--- src/rtl/mux_sel_rr_arbiter_if.sv ---
// Handshake bundle between the ALU16 requesters and the shared result-mux arbiter.
interface mux_sel_rr_arbiter_if;
    localparam int unsigned N_REQ = 8;
    localparam int unsigned SEL_W = 3;

    logic [N_REQ-1:0] req;
    logic [N_REQ-1:0] last;
    logic [N_REQ-1:0] gnt;
    logic [SEL_W-1:0] sel;
    logic             busy;
    logic             timeout;

    modport master (output req, last, input gnt, sel, busy, timeout);
    modport slave  (input req, last, output gnt, sel, busy, timeout);
endinterface

--- src/rtl/mux_sel_rr_arbiter.sv ---
// Round-robin arbiter for an 8:1 result mux; grants are held across multi-beat bursts.
// Optional grant-length limit enabled by defining ARB_TIMEOUT_EN.
module mux_sel_rr_arbiter #(
    parameter int unsigned MAX_BEATS = 16,
    parameter int unsigned CW        = 5
) (
    input  logic                  clk,
    input  logic                  rst,
    mux_sel_rr_arbiter_if.slave   bus
);
    localparam int unsigned N_REQ = 8;
    localparam int unsigned SEL_W = 3;

    typedef enum logic {IDLE, GRANT} state_e;

    if (2**CW <= MAX_BEATS) begin : g_cw_check
        $error("CW too narrow for MAX_BEATS");
    end

    state_e           state_q, state_d;
    logic [N_REQ-1:0] gnt_q, gnt_d;
    logic [SEL_W-1:0] sel_q, sel_d;
    logic [SEL_W-1:0] ptr_q, ptr_d;
    logic             busy_q, busy_d;
    logic [SEL_W:0]   pick;
    logic             done;
    logic             expire;
`ifdef ARB_TIMEOUT_EN
    logic [CW-1:0]    cnt_q, cnt_d;
    logic             timeout_q, timeout_d;
`endif

    // First set bit of r scanning base, base+1, ... (mod 8); MSB flags a hit.
    function automatic logic [SEL_W:0] rr_pick(input logic [N_REQ-1:0] r,
                                               input logic [SEL_W-1:0] base);
        logic             found;
        logic [SEL_W-1:0] idx;
        logic [SEL_W-1:0] cand;
        found = 1'b0;
        idx   = base;
        for (int k = 0; k < N_REQ; k++) begin
            cand = base + SEL_W'(k);
            if (!found && r[cand]) begin
                found = 1'b1;
                idx   = cand;
            end
        end
        return {found, idx};
    endfunction

    always_comb begin
        state_d = state_q;
        gnt_d   = gnt_q;
        sel_d   = sel_q;
        ptr_d   = ptr_q;
        busy_d  = busy_q;
        done    = 1'b0;
        expire  = 1'b0;
        pick    = '0;
`ifdef ARB_TIMEOUT_EN
        cnt_d     = cnt_q;
        timeout_d = 1'b0;
`endif
        case (state_q)
            IDLE: begin
                pick = rr_pick(bus.req, ptr_q);
                if (pick[SEL_W]) begin
                    gnt_d   = N_REQ'(1) << pick[SEL_W-1:0];
                    sel_d   = pick[SEL_W-1:0];
                    busy_d  = 1'b1;
                    state_d = GRANT;
`ifdef ARB_TIMEOUT_EN
                    cnt_d   = '0;
`endif
                end
            end
            GRANT: begin
                // Only the owner's own req/last bits can end its burst.
                done = !bus.req[sel_q] || bus.last[sel_q];
`ifdef ARB_TIMEOUT_EN
                expire    = !done && (cnt_q == CW'(MAX_BEATS - 1));
                timeout_d = expire;
                cnt_d     = cnt_q + CW'(1);
`endif
                pick = rr_pick(bus.req & ~gnt_q, sel_q + SEL_W'(1));
                if (done || expire) begin
                    ptr_d = sel_q + SEL_W'(1);
                    if (pick[SEL_W]) begin
                        gnt_d = N_REQ'(1) << pick[SEL_W-1:0];
                        sel_d = pick[SEL_W-1:0];
`ifdef ARB_TIMEOUT_EN
                        cnt_d = '0;
`endif
                    end else begin
                        gnt_d   = '0;
                        busy_d  = 1'b0;
                        state_d = IDLE;
                    end
                end
            end
            default: state_d = IDLE;
        endcase
    end

    always_ff @(posedge clk or posedge rst) begin
        if (rst) begin
            state_q <= IDLE;
            gnt_q   <= '0;
            sel_q   <= '0;
            ptr_q   <= '0;
            busy_q  <= 1'b0;
        end else begin
            state_q <= state_d;
            gnt_q   <= gnt_d;
            sel_q   <= sel_d;
            ptr_q   <= ptr_d;
            busy_q  <= busy_d;
        end
    end

`ifdef ARB_TIMEOUT_EN
    always_ff @(posedge clk or posedge rst) begin
        if (rst) begin
            cnt_q     <= '0;
            timeout_q <= 1'b0;
        end else begin
            cnt_q     <= cnt_d;
            timeout_q <= timeout_d;
        end
    end
    assign bus.timeout = timeout_q;
`else
    assign bus.timeout = 1'b0;
`endif

    assign bus.gnt  = gnt_q;
    assign bus.sel  = sel_q;
    assign bus.busy = busy_q;
endmodule

--- src/flat_wrapper.sv ---
// flat-port wrapper written by rule: the top's interface ports become plain ports
module mux_sel_rr_arbiter_flat 
#(
    parameter int unsigned MAX_BEATS = 16,
    parameter int unsigned CW        = 5
)
  (clk, rst, bus_req, bus_last, bus_gnt, bus_sel, bus_busy, bus_timeout);
  mux_sel_rr_arbiter_if bus_i ();
  input  logic clk;
  input  logic rst;
  input wire logic [$bits(bus_i.req)-1:0] bus_req;
  input wire logic [$bits(bus_i.last)-1:0] bus_last;
  output wire logic [$bits(bus_i.gnt)-1:0] bus_gnt;
  output wire logic [$bits(bus_i.sel)-1:0] bus_sel;
  output wire logic [$bits(bus_i.busy)-1:0] bus_busy;
  output wire logic [$bits(bus_i.timeout)-1:0] bus_timeout;
  assign bus_i.req = bus_req;
  assign bus_i.last = bus_last;
  assign bus_gnt = bus_i.gnt;
  assign bus_sel = bus_i.sel;
  assign bus_busy = bus_i.busy;
  assign bus_timeout = bus_i.timeout;
  mux_sel_rr_arbiter #(.MAX_BEATS(MAX_BEATS), .CW(CW)) u_core (.clk(clk), .rst(rst), .bus(bus_i));
endmodule
--- config.mk ---
export PLATFORM = sky130hd
export DESIGN_NAME = mux_sel_rr_arbiter_flat
export DESIGN_NICKNAME = d
export VERILOG_FILES = /design/src/rtl/mux_sel_rr_arbiter_if.sv /design/src/rtl/mux_sel_rr_arbiter.sv /design/src/flat_wrapper.sv
export SDC_FILE = /design/constraint.sdc
export NUM_CORES = 1
export LEC_CHECK = 0
export ABC_CLOCK_PERIOD_IN_PS = 4800
export CAP_MARGIN = 40
export CORE_AREA = 2 2 71 73
export DETAILED_ROUTE_END_ITERATION = 8
export DIE_AREA = 0 0 73 75
export PLACE_DENSITY = 0.84
export SKIP_CTS_REPAIR_TIMING = 1
export SYNTH_ARGS = -nofsm -noshare
export SYNTH_HDL_FRONTEND = slang
export SYNTH_SLANG_ARGS = --single-unit
--- constraint.sdc ---
create_clock -name clk -period 4.8 [get_ports clk]
set_input_delay 0.72 -clock clk [delete_from_list [all_inputs] [get_ports clk]]
set_output_delay 0.72 -clock clk [all_outputs]
set_load 0.1 [all_outputs]
# After elaboration in Yosys (flattened, before gate mapping)
# Cells that the tools add are included.
classes:
  add_sub_neg: 15
  order_cmp: 17
  eq_ne: 4
  n_shift: 2
  muxes: 100
  n_bitwise: 3
  reduce_logical: 34
op_table:
  columns: ["operator", "n"]
  rows:
  - ["3-bit by 4-bit < comparator with 1-bit output, second input constant", 17]
  - ["3-bit 2-to-1 mux", 19]
  - ["1-bit 2-to-1 mux", 56]
  - ["1-bit binary-select mux with 3-bit select", 18]
  - ["3-bit adder, second input constant", 8]
  - ["8-bit 2-to-1 mux", 3]
  - ["8-bit one-hot mux with 2 select lines", 1]
  - ["1-bit by 3-bit << shifter with 8-bit output, first input constant", 2]
  - ["1-bit zero test", 15]
  - ["1-bit logical AND", 14]
  - ["3-bit by 2-bit adder with 3-bit output, second input constant", 4]
  - ["3-bit by 1-bit adder with 3-bit output, second input constant", 3]
  - ["8-bit AND", 1]
  - ["2-bit != test, second input constant", 4]
  - ["8-bit NOT", 1]
  - ["3-bit one-hot mux with 2 select lines", 1]
  - ["3-bit AND reduction", 2]
  - ["1-bit one-hot mux with 2 select lines", 2]
  - ["2-bit AND reduction", 2]
  - ["1-bit logical OR", 1]
  - ["1-bit NOT", 1]
totals:
  register_bits: 16
  input_bits: 18
  out_inout_bits: 13
  wordCells: 180

# Logic depth before layout (Yosys ltp)
# Gate-level depths: netlist of run 1.
logic_depth:
  ltp_word: 38
  ltp_mapped: 14
  mapped_depth_nobuf: 11

# Worst setup path before layout of run 1
# Ideal clock, no wire load.
synth_timing:
  kind: "register to register"
  start: "register u_core.sel_q[0], in the netlist u_core.bus.sel[0]"
  end: "register u_core.gnt_q[6], in the netlist u_core.bus.gnt[6]"
  setup_ns: 0.080
  t_arrival_ns: 4.282
  required_time_ns: 4.720
  slack_ns: 0.438
  path_stages_with_launch: 14
  n_path_buf: 2
  synth_period_minus_slack_ns: 4.362
  path_cell_list: "dfrtp_1 buf_4 clkinv_1 ha_1 buf_6 inv_4 mux4_2 mux2_4 or4_4 nor3_2 a21oi_1 a32o_1 or3_4 o211ai_2"
synth_between:
  elab_chain_cells: 37
  elab_cells_between_ends: 74
  classes_between: "add/sub (8); eq/ne (1); shift (1); mux (47); reduce/logical (17)"
synth_lines:
  columns: ["item", "line_no", "text"]
  rows:
  - ["start: declaration", "mux_sel_rr_arbiter.sv:22", "logic [SEL_W-1:0] sel_q, sel_d;"]
  - ["start signal: assignment", "mux_sel_rr_arbiter.sv:115", "sel_q <= sel_d;"]
  - ["parallel branches: the longest is 37 deep, another holds 3-bit by 1-bit adder with 3-bit output", null, null]
  - ["end signal: assignment", "mux_sel_rr_arbiter.sv:114", "gnt_q <= gnt_d;"]
  - ["end: declaration", "mux_sel_rr_arbiter.sv:21", "logic [N_REQ-1:0] gnt_q, gnt_d;"]
# Parallel ways; which one is timed is not known. The select of a mux whose other input is x is not followed.
# A chain may end at the register's enable or synchronous reset.

# Final worst setup path of run 1
layout_timing:
  start: "register u_core.ptr_q[1]"
  end: "register u_core.gnt_q[4], in the netlist u_core.bus.gnt[4]"
layout_between:
  elab_chain_cells: 35
  elab_cells_between_ends: 66
  classes_between: "add/sub (7); eq/ne (1); shift (1); mux (42); reduce/logical (15)"
layout_lines:
  columns: ["item", "line_no", "text"]
  rows:
  - ["start: declaration", "mux_sel_rr_arbiter.sv:23", "logic [SEL_W-1:0] ptr_q, ptr_d;"]
  - ["start signal: assignment", "mux_sel_rr_arbiter.sv:116", "ptr_q <= ptr_d;"]
  - ["parallel branches: the longest is 35 deep, another holds 3-bit by 1-bit adder with 3-bit output", null, null]
# Parallel ways; which one is timed is not known. The select of a mux whose other input is x is not followed.

==> results of run 1 <==
-- per-stage QoR --
stage               hold slack [ns]  setup slack (ns)
detailed placement            0.484             0.663
global route                  0.515             0.281
CTS                           0.505             0.636
finish                        0.514             0.525
global placement              0.473             0.678
floorplan                     0.587             0.438
-- worst reg2reg max path: stages (launching register included) --
cell and delay, ns:
dfrtp_1 0.61, inv_1 0.14, ha_1 0.71, mux2i_1 0.25, mux4_2 0.56, a22oi_2 0.32, nor3_1 0.11, a211oi_1 0.27
nand2_1 0.11, xnor2_1 0.57, or3b_1 0.42, o211ai_1 0.12
-- worst min-delay path by stage --
stage	endpoint	cells after the start	start
global route	u_core.bus.busy$_DFFE_PP0P_	1	u_core.bus.busy$_DFFE_PP0P_
global placement	u_core.bus.busy$_DFFE_PP0P_	1	u_core.bus.busy$_DFFE_PP0P_
detailed placement	u_core.bus.busy$_DFFE_PP0P_	1	u_core.bus.busy$_DFFE_PP0P_
floorplan	u_core.state_q$_DFF_PP0_	2	u_core.state_q$_DFF_PP0_
CTS	u_core.bus.busy$_DFFE_PP0P_	1	u_core.bus.busy$_DFFE_PP0P_
finish	u_core.bus.busy$_DFFE_PP0P_	1	u_core.bus.busy$_DFFE_PP0P_
-- cells by family (layout without fill, tap and decap cells) --
| kind of cell | Yosys count | in the layout | synth area share |
|---|---|---|---|
| buf+inv | 27 | 62 | 0.0523 |
| compound gates | 76 | 76 | 0.215 |
| fa+ha+maj | 5 | 5 | 0.0232 |
| simple gates | 121 | 121 | 0.241 |
| mux | 48 | 48 | 0.275 |
| other cells | 1 | 1 | 0.00145 |
| flops | 16 | 16 | 0.155 |
| xor+xnor | 9 | 9 | 0.0363 |
-- routing by layer --
metal  part of all wire  vias up  global-route usage
met4              0.029        0               0.117
met2               0.47      225               0.507
met1               0.38     1298               0.417
li1                   -     1226                   -
met5                  0        -                   0
met3               0.12       29              0.0589
-- state kept, by name, summed over array words and instances (netlist names) --
register and count:
u_core.bus.gnt 8, u_core.bus.sel 3, u_core.ptr_q 3, u_core.bus.busy 1, u_core.state_q 1
-- final cells by class --
cell class	instances	share of cell area
Clock buffer	4	0.0176
Multi-Input combinational cell	260	0.657
Tap cell	54	0.0217
Inverter	14	0.0176
Timing Repair Buffer	44	0.158
Sequential cell	16	0.128
-- cells in the final DEF (no fill, tap or decap), drive strengths merged, types with 2 or more instances in the layout --
cell           netlist  routed
nand2               36      36
clkdlybuf4s50        0      29
nor2                22      22
mux2i               22      22
mux4                17      17
nand2b              16      16
dfrtp               16      16
buf                  9      15
a21oi               13      13
inv                 13      13
o211ai              11      11
nand3               10      10
nor2b               10      10
o21ai               10      10
mux2                 9       9
nor3                 9       9
a22oi                7       7
o221ai               5       5
xnor2                5       5
o32ai                4       4
a31oi                4       4
ha                   4       4
clkbuf               4       4
or3                  4       4
xor2                 4       4
o22ai                3       3
and2                 3       3
nand3b               3       3
or3b                 3       3
or2                  2       2
a211o                2       2
a21o                 2       2
a32oi                2       2
a211oi               2       2
==> reports/results.tsv, run 1 <==
metric	value	unit
synth_area_leaders	dfrtp_1 (15%), mux4_2 (15%), mux2i_1 (8.1%), nand2_1 (5.2%), nand2b_1 (3.9%)	
htreeDepth	1	
synth_cells	303	
routabilityCongestion	1.01	
antenna_left	0	
drive_gt1_frac	0.183	
post-synth-top-count-cell	nand2_1	
io_pins	31	
period_minus_slack	4.28	ns
finalInstanceArea	0.00312	mm^2
clkLatencyLatePin	0.26	ns
cts_buffers	3	
cp_top_family	multiplexers	
place_hpwl	6280	um
port_buffers	29	
fin_crit_sh	0.891	
worstReg2RegEnd	u_core.bus.gnt[4]$_DFFE_PP0P_	
required	4.97	ns
layout.nets	361	
crit_path_end	u_core.bus.gnt[4]$_DFFE_PP0P_	
cts.clk_slew.worst_paths	0.07	ns
path_cells	inv_1 -> ha_1 -> mux2i_1 -> mux4_2 -> a22oi_2 -> nor3_1 -> a211oi_1 -> nand2_1 -> xnor2_1 -> or3b_1 -> o211ai_1	
row_count	25	
maxSlewViolCount	0	
fin_util	0.670	
arrival	4.44	ns
crit_slowest_cell	ha_1	
final.setup_skew	0.00635	ns
multi_input_area	0.00205	mm^2
worstSetupEndpointType	flop	
regArea	400	um^2
post-route-drc-count	0	
relSlewSlack	0.468	
setup_violations	0	
hold_viol	0	
syn_area	0.00258	mm^2
ys_async_sr_fraction	1.00	
synth-seq-area-share	0.155	
nFillCells	363	
crit_type	reg -> reg	
post_drt_wl_per_cell	20.8	um
grt_pass1_vias	2601	
crit_cells	11	
die_h	75	um
tightest_slew	0.795	ns
cp_max_fo	14	
cap_violations	0	
vias	2778	
r2r_start	u_core.ptr_q[1]$_DFFE_PP0P_	
grt_max_degree	26	
grt_pass1_wl	13100	um
yosys_register_bits	16	
grtUsageTotal	0.312	
dp_cells	388	
start_kind	flop	
synth_warnings	0	
initial_core_util	0.555	
status	complete, no violations	
die_w	73	um
wirelength	8140	um
cp_num_buf_inv	1	
fmax	0.234	GHz
avgViaCountPerCell	7.09	
dpl_cell_area	0.00307	mm^2
hp-class	reg -> reg	
diodes	0	
first_iter_violations	443	
slowest_delay	0.71	ns
antenna_found_initial	0	
grt-ovfl-total	0	
yosysTopAreaCellShare	0.155	
clockRootBuffer	clkbuf_8	
clock_sinks	16	
rsz0062_at_grt	false	
synth_ff_type	dfrtp_1	
synth_cell_types	63	
synth_common_cells	nand2_1 (36), nor2_1 (22), mux2i_1 (21), mux4_2 (17)	
r2r_setup_slack	0.52	ns
syn_nets	325	
synth-edff-count	0	
instances_no_fill	392	
area_growth	20.7	%
coreArea	0.00466	mm^2
dr.pass1.iters	6	
dieArea	0.00548	mm^2
tns	0	ns
cts_max_path_buffers	2	
rr_worst_depth	11	
avgSynthCellArea	8.53	um^2
yosysTopAreaCell	dfrtp_1	
cts_tree	yes	
critPathLaunch	u_core.ptr_q[1]$_DFFE_PP0P_	
Power of run 1 is left out: the tool's default activity adds up to more than one toggle a clock period on the data nets, which glitch-free logic cannot reach.
==> run 2, diff against run 1 <==
- CTS_CLUSTER_SIZE: not set -> 8
- GPL_TIMING_DRIVEN: not set -> 0
- SKIP_CTS_REPAIR_TIMING: 1 -> not set
==> reports/results.tsv, run 2 (synthesized netlist as in run 1, its figures left out) <==
metric	value	unit	change
area_growth	22.4	%	
cp_common_cell	buf_2		
grt_pass1_vias	2570		-1.2%
grt_max_degree	17		-35%
cts_resized	0		
die_h	75	um	unchanged
clock_sinks	16		unchanged
io_pins	31		unchanged
cts.clk_slew.worst_paths	0.06	ns	about the same
mostFrequentLayoutCell	nand2_1		
cp_num_buf_inv	4		+3
die_w	73	um	unchanged
cp_max_fo	10		-4
dieArea	0.00548	mm^2	unchanged
vias	2736		-1.5%
maxSlewViolCount	0		unchanged
drive_gt1_frac	0.193		+0.00965
wirelength	7670	um	-5.8%
clockRootBuffer	clkbuf_8		
path_cells	buf_2 -> inv_1 -> ha_1 -> buf_2 -> buf_6 -> mux2i_1 -> mux4_2 -> a22oi_2 -> o21ai_0 -> a211o_1 -> a31oi_1 -> and2_1 -> or3b_2 -> o211ai_2		
crit_type	reg -> reg		
final_cell_mix	nand2_1 (36), clkdlybuf4s50_1 (29), nor2_1 (22), mux2i_1 (21), mux4_2 (17)		
fin_crit_sh	0.866		-0.0243
dr.pass1.iters	7		+1
cap_violations	0		unchanged
avgViaCountPerCell	6.82		-3.7%
cts_tree	yes		
cts_buffers	3		unchanged
layout.nets	371		+2.8%
multi_input_area	0.00205	mm^2	unchanged
final.setup_skew	0.00159	ns	-0.00475 ns
fmax	0.240	GHz	+2.8%
r2r_start	u_core.ptr_q[0]$_DFFE_PP0P_		
min_path_cells	1		unchanged
place_hpwl	5940	um	-5.4%
rr_worst_depth	14		+3
tns	0	ns	unchanged
rsz0062_at_grt	false		
port_buffers	29		unchanged
diodes	0		unchanged
r2r_setup_slack	0.64	ns	+0.12 ns
grt-ovfl-total	0		unchanged
crit_slowest_cell	mux4_2		
instances_no_fill	401		+2.3%
dp_cells	398		+2.6%
cts_setup_buffers	0		
status	complete, no violations		
crit_cells	14		+3
regArea	400	um^2	unchanged
cts_max_path_buffers	2		unchanged
htreeDepth	1		unchanged
first_iter_violations	359		-19%
worstHoldEndpoint	u_core.bus.busy$_DFFE_PP0P_		
cp_top_family	compound AO/OA/AOI/OAI gates		
relSlewSlack	0.487		+0.0192
grtUsageTotal	0.295		-0.0173
antenna_left	0		unchanged
slowest_delay	0.53	ns	-0.18 ns
hold_viol	0		unchanged
largest_register_ff_count	8		unchanged
tightest_slew	0.766	ns	-0.0287 ns
min_from	u_core.bus.busy$_DFFE_PP0P_		
routabilityCongestion	0.982		-3.2%
row_count	25		unchanged
hp-class	reg -> reg		
arrival	4.34	ns	-0.10 ns
post_drt_wl_per_cell	19.1	um	-7.9%
period_minus_slack	4.16	ns	-0.117 ns
setup_violations	0		unchanged
post-route-drc-count	0		unchanged
worstReg2RegEnd	u_core.bus.gnt[7]$_DFFE_PP0P_		
antenna_found_initial	0		unchanged
required	4.98	ns	about the same
grt_pass1_wl	12400	um	-5.4%
hold_buffers	0		
coreArea	0.00466	mm^2	unchanged
nFillCells	347		-4.4%
clkLatencyLatePin	0.25	ns	about the same
start_kind	flop		
initial_core_util	0.555		unchanged
worstSetupEndpointType	flop		
## run 2: changes by cell type in the layout (fill, tap and decap cells not counted)
cell | previous run | this run
clkbuf_1 | 0 | 4
buf_6 | 0 | 2
clkbuf_8 | 4 | 3
buf_2 | 0 | 4
## run 2: how the worst max path moves through the flow
stage               slack, ns                             to                           from
finish                   0.64  u_core.bus.gnt[7]$_DFFE_PP0P_    u_core.ptr_q[0]$_DFFE_PP0P_
CTS                      0.66  u_core.bus.gnt[7]$_DFFE_PP0P_    u_core.ptr_q[0]$_DFFE_PP0P_
detailed placement       0.69  u_core.bus.gnt[7]$_DFFE_PP0P_    u_core.ptr_q[0]$_DFFE_PP0P_
floorplan                0.44  u_core.bus.gnt[6]$_DFFE_PP0P_  u_core.bus.sel[0]$_DFFE_PP0P_
global placement         0.74  u_core.bus.gnt[7]$_DFFE_PP0P_    u_core.ptr_q[0]$_DFFE_PP0P_
global route             0.40  u_core.bus.gnt[7]$_DFFE_PP0P_    u_core.ptr_q[0]$_DFFE_PP0P_
## run 2: stage by stage
| stage | cell area [um^2] | hold slack (ns) | util | setup WS [ns] |
|---|---|---|---|---|
| 4_1_cts | 3160 | 0.488 | 0.679 | 0.663 |
| 3_3_place_gp | 2940 | 0.470 | 0.631 | 0.736 |
| 3_5_place_dp | 3120 | 0.469 | 0.670 | 0.688 |
| 6_report | 3160 | 0.482 | 0.679 | 0.641 |
| 2_1_floorplan | 2580 | 0.587 | - | 0.438 |
| 5_1_grt | 3160 | 0.505 | 0.679 | 0.399 |
## run 2: layout make-up
| type | instances | area share |
|---|---|---|
| buffer | 13 | 0.0253 |
| clock buffer | 3 | 0.0130 |
| inverter | 14 | 0.0174 |
| multi-input combinational | 260 | 0.648 |
| sequential | 16 | 0.127 |
| tap | 54 | 0.0214 |
| timing repair buffer | 41 | 0.149 |
## run 2: worst register-to-register path: stages (launching register included)
cell and delay (ns):
dfrtp_1 0.43, buf_2 0.29, inv_1 0.19, ha_1 0.32
buf_2 0.17, buf_6 0.16, mux2i_1 0.14, mux4_2 0.53
a22oi_2 0.29, o21ai_0 0.14, a211o_1 0.32, a31oi_1 0.29
and2_1 0.28, or3b_2 0.47, o211ai_2 0.08
## run 2: routing by layer
metal  up-vias  wire (um)  global-route usage
li1       1244          -                   -
met1      1310       3170               0.395
met2       159       3630               0.482
met3        23        675              0.0455
met4         0        195               0.115
met5         -          0                   0
Power of run 2 is left out for the same reason.
==> run 3, diff against run 2 <==
- CORE_AREA: 2 2 71 73 -> 2 2 67 69
- DIE_AREA: 0 0 73 75 -> 0 0 69 71
- DONT_BUFFER_PORTS: not set -> 1
- PLACE_DENSITY: 0.84 -> 0.83
==> reports/results.tsv, run 3 (synthesized netlist as in run 1, its figures left out) <==
metric	value	unit	change
grt_max_degree	17		unchanged
cp_common_cell	buf_2		
routabilityCongestion	0.968		-1.4%
clock_sinks	16		unchanged
relSlewSlack	0.404		-0.0836
final_cell_mix	nand2_1 (36), nor2_1 (22), mux2i_1 (21), mux4_2 (17)		
die_h	71	um	-5.3%
rsz0062_at_grt	false		
required	4.95	ns	-0.03 ns
timing.final.ws_setup	0.534	ns	-0.108 ns
rr_worst_depth	14		unchanged
cp_num_buf_inv	4		unchanged
hp-class	in -> async		
avgViaCountPerCell	7.21		+5.7%
dpl_worst_slack	0.678	ns	-0.0103 ns
setup_violations	0		unchanged
clkLatencyLatePin	0.25	ns	about the same
grt_pass1_vias	2562		-0.31%
worstSetupEndpointType	flop		
period_minus_slack	4.27	ns	+0.108 ns
area_growth	16.5	%	
row_count	24		-4.0%
cp_top_family	simple AND/OR/NAND/NOR gates		
r2r_setup_slack	0.53	ns	-0.11 ns
path_cells	buf_2 -> inv_1 -> ha_1 -> buf_2 -> buf_6 -> mux2i_1 -> mux4_2 -> and4b_1 -> and2_1 -> a211oi_1 -> nand2_1 -> xnor2_1 -> or3b_1 -> o211ai_1		
wirelength	7620	um	-0.61%
place_hpwl	5710	um	-3.9%
dieArea	0.00490	mm^2	-11%
slowest_delay	0.60	ns	+0.07 ns
cap_violations	0		unchanged
post-route-drc-count	0		unchanged
coreArea	0.00420	mm^2	-9.8%
initial_core_util	0.615		+0.0603
die_w	69	um	-5.5%
drive_gt1_frac	0.211		+0.0176
crit_type	reg -> reg		
status	complete, no violations		
critPathLaunch	u_core.ptr_q[0]$_DFFE_PP0P_		
layout.nets	341		-8.1%
cts_max_path_buffers	2		unchanged
final.setup_skew	0.00532	ns	+0.00372 ns
r2r_start	u_core.ptr_q[0]$_DFFE_PP0P_		
multi_input_area	0.00205	mm^2	unchanged
tns	0	ns	unchanged
mostFrequentLayoutCell	nand2_1		
start_kind	flop		
vias	2676		-2.2%
cts_tree	yes		
tightest_slew	0.895	ns	+0.129 ns
cts_setup_buffers	0		unchanged
grt-ovfl-total	0		unchanged
fin_crit_sh	0.889		+0.0224
hold_viol	0		unchanged
post_drt_wl_per_cell	20.5	um	+7.4%
antenna_left	0		unchanged
io_pins	31		unchanged
crit_slowest_cell	xnor2_1		
first_iter_violations	270		-25%
nFillCells	309		-11%
cts_buffers	3		unchanged
htreeDepth	1		unchanged
hold_buffers	0		unchanged
worstReg2RegEnd	u_core.bus.gnt[4]$_DFFE_PP0P_		
cts_resized	0		unchanged
largest_register_ff_count	8		unchanged
port_buffers	0		-100%
fmax	0.234	GHz	-2.5%
regArea	400	um^2	unchanged
maxSlewViolCount	0		unchanged
antenna_found_initial	1		+1
cts.clk_slew.worst_paths	0.07	ns	about the same
arrival	4.42	ns	+0.08 ns
dr.pass1.iters	5		-2
grtUsageTotal	0.313		+0.0179
cp_max_fo	10		unchanged
clockRootBuffer	clkbuf_8		
grt_pass1_wl	12600	um	+1.8%
## run 3: metal layers
layer,wire length [um],track usage
met5,0,0
met4,90,0.0675
met3,816,0.0484
met2,3750,0.553
met1,2960,0.408
## run 3: how the worst max path moves through the flow
stage	cells after the start	end
after floorplan	13	u_core.bus.gnt[6]$_DFFE_PP0P_
after detailed placement	13	u_core.bus.gnt[6]$_DFFE_PP0P_
after global placement	13	u_core.bus.gnt[7]$_DFFE_PP0P_
final	14	u_core.bus.gnt[4]$_DFFE_PP0P_
after CTS	14	u_core.bus.gnt[4]$_DFFE_PP0P_
after global routing	14	u_core.bus.gnt[4]$_DFFE_PP0P_
## run 3: stage by stage
stage / area (um^2) / utilization / instances / hold WS, ns
finish: 3010 / 0.716 / 371 / 0.428
global route: 3010 / 0.716 / 371 / 0.497
CTS: 2980 / 0.709 / 369 / 0.450
detailed placement: 2930 / 0.696 / 365 / 0.645
global placement: 2650 / 0.630 / 355 / 0.629
floorplan: 2580 / - / 303 / 0.587
## run 3: cell type report
class / count / share of cell area
multi-input combinational: 260 / 0.681
sequential: 16 / 0.133
timing repair buffer: 11 / 0.101
buffer: 13 / 0.0266
tap: 52 / 0.0216
clock buffer: 4 / 0.0183
inverter: 14 / 0.0183
antenna: 1 / 0.000831
Power of run 3 is left out for the same reason.
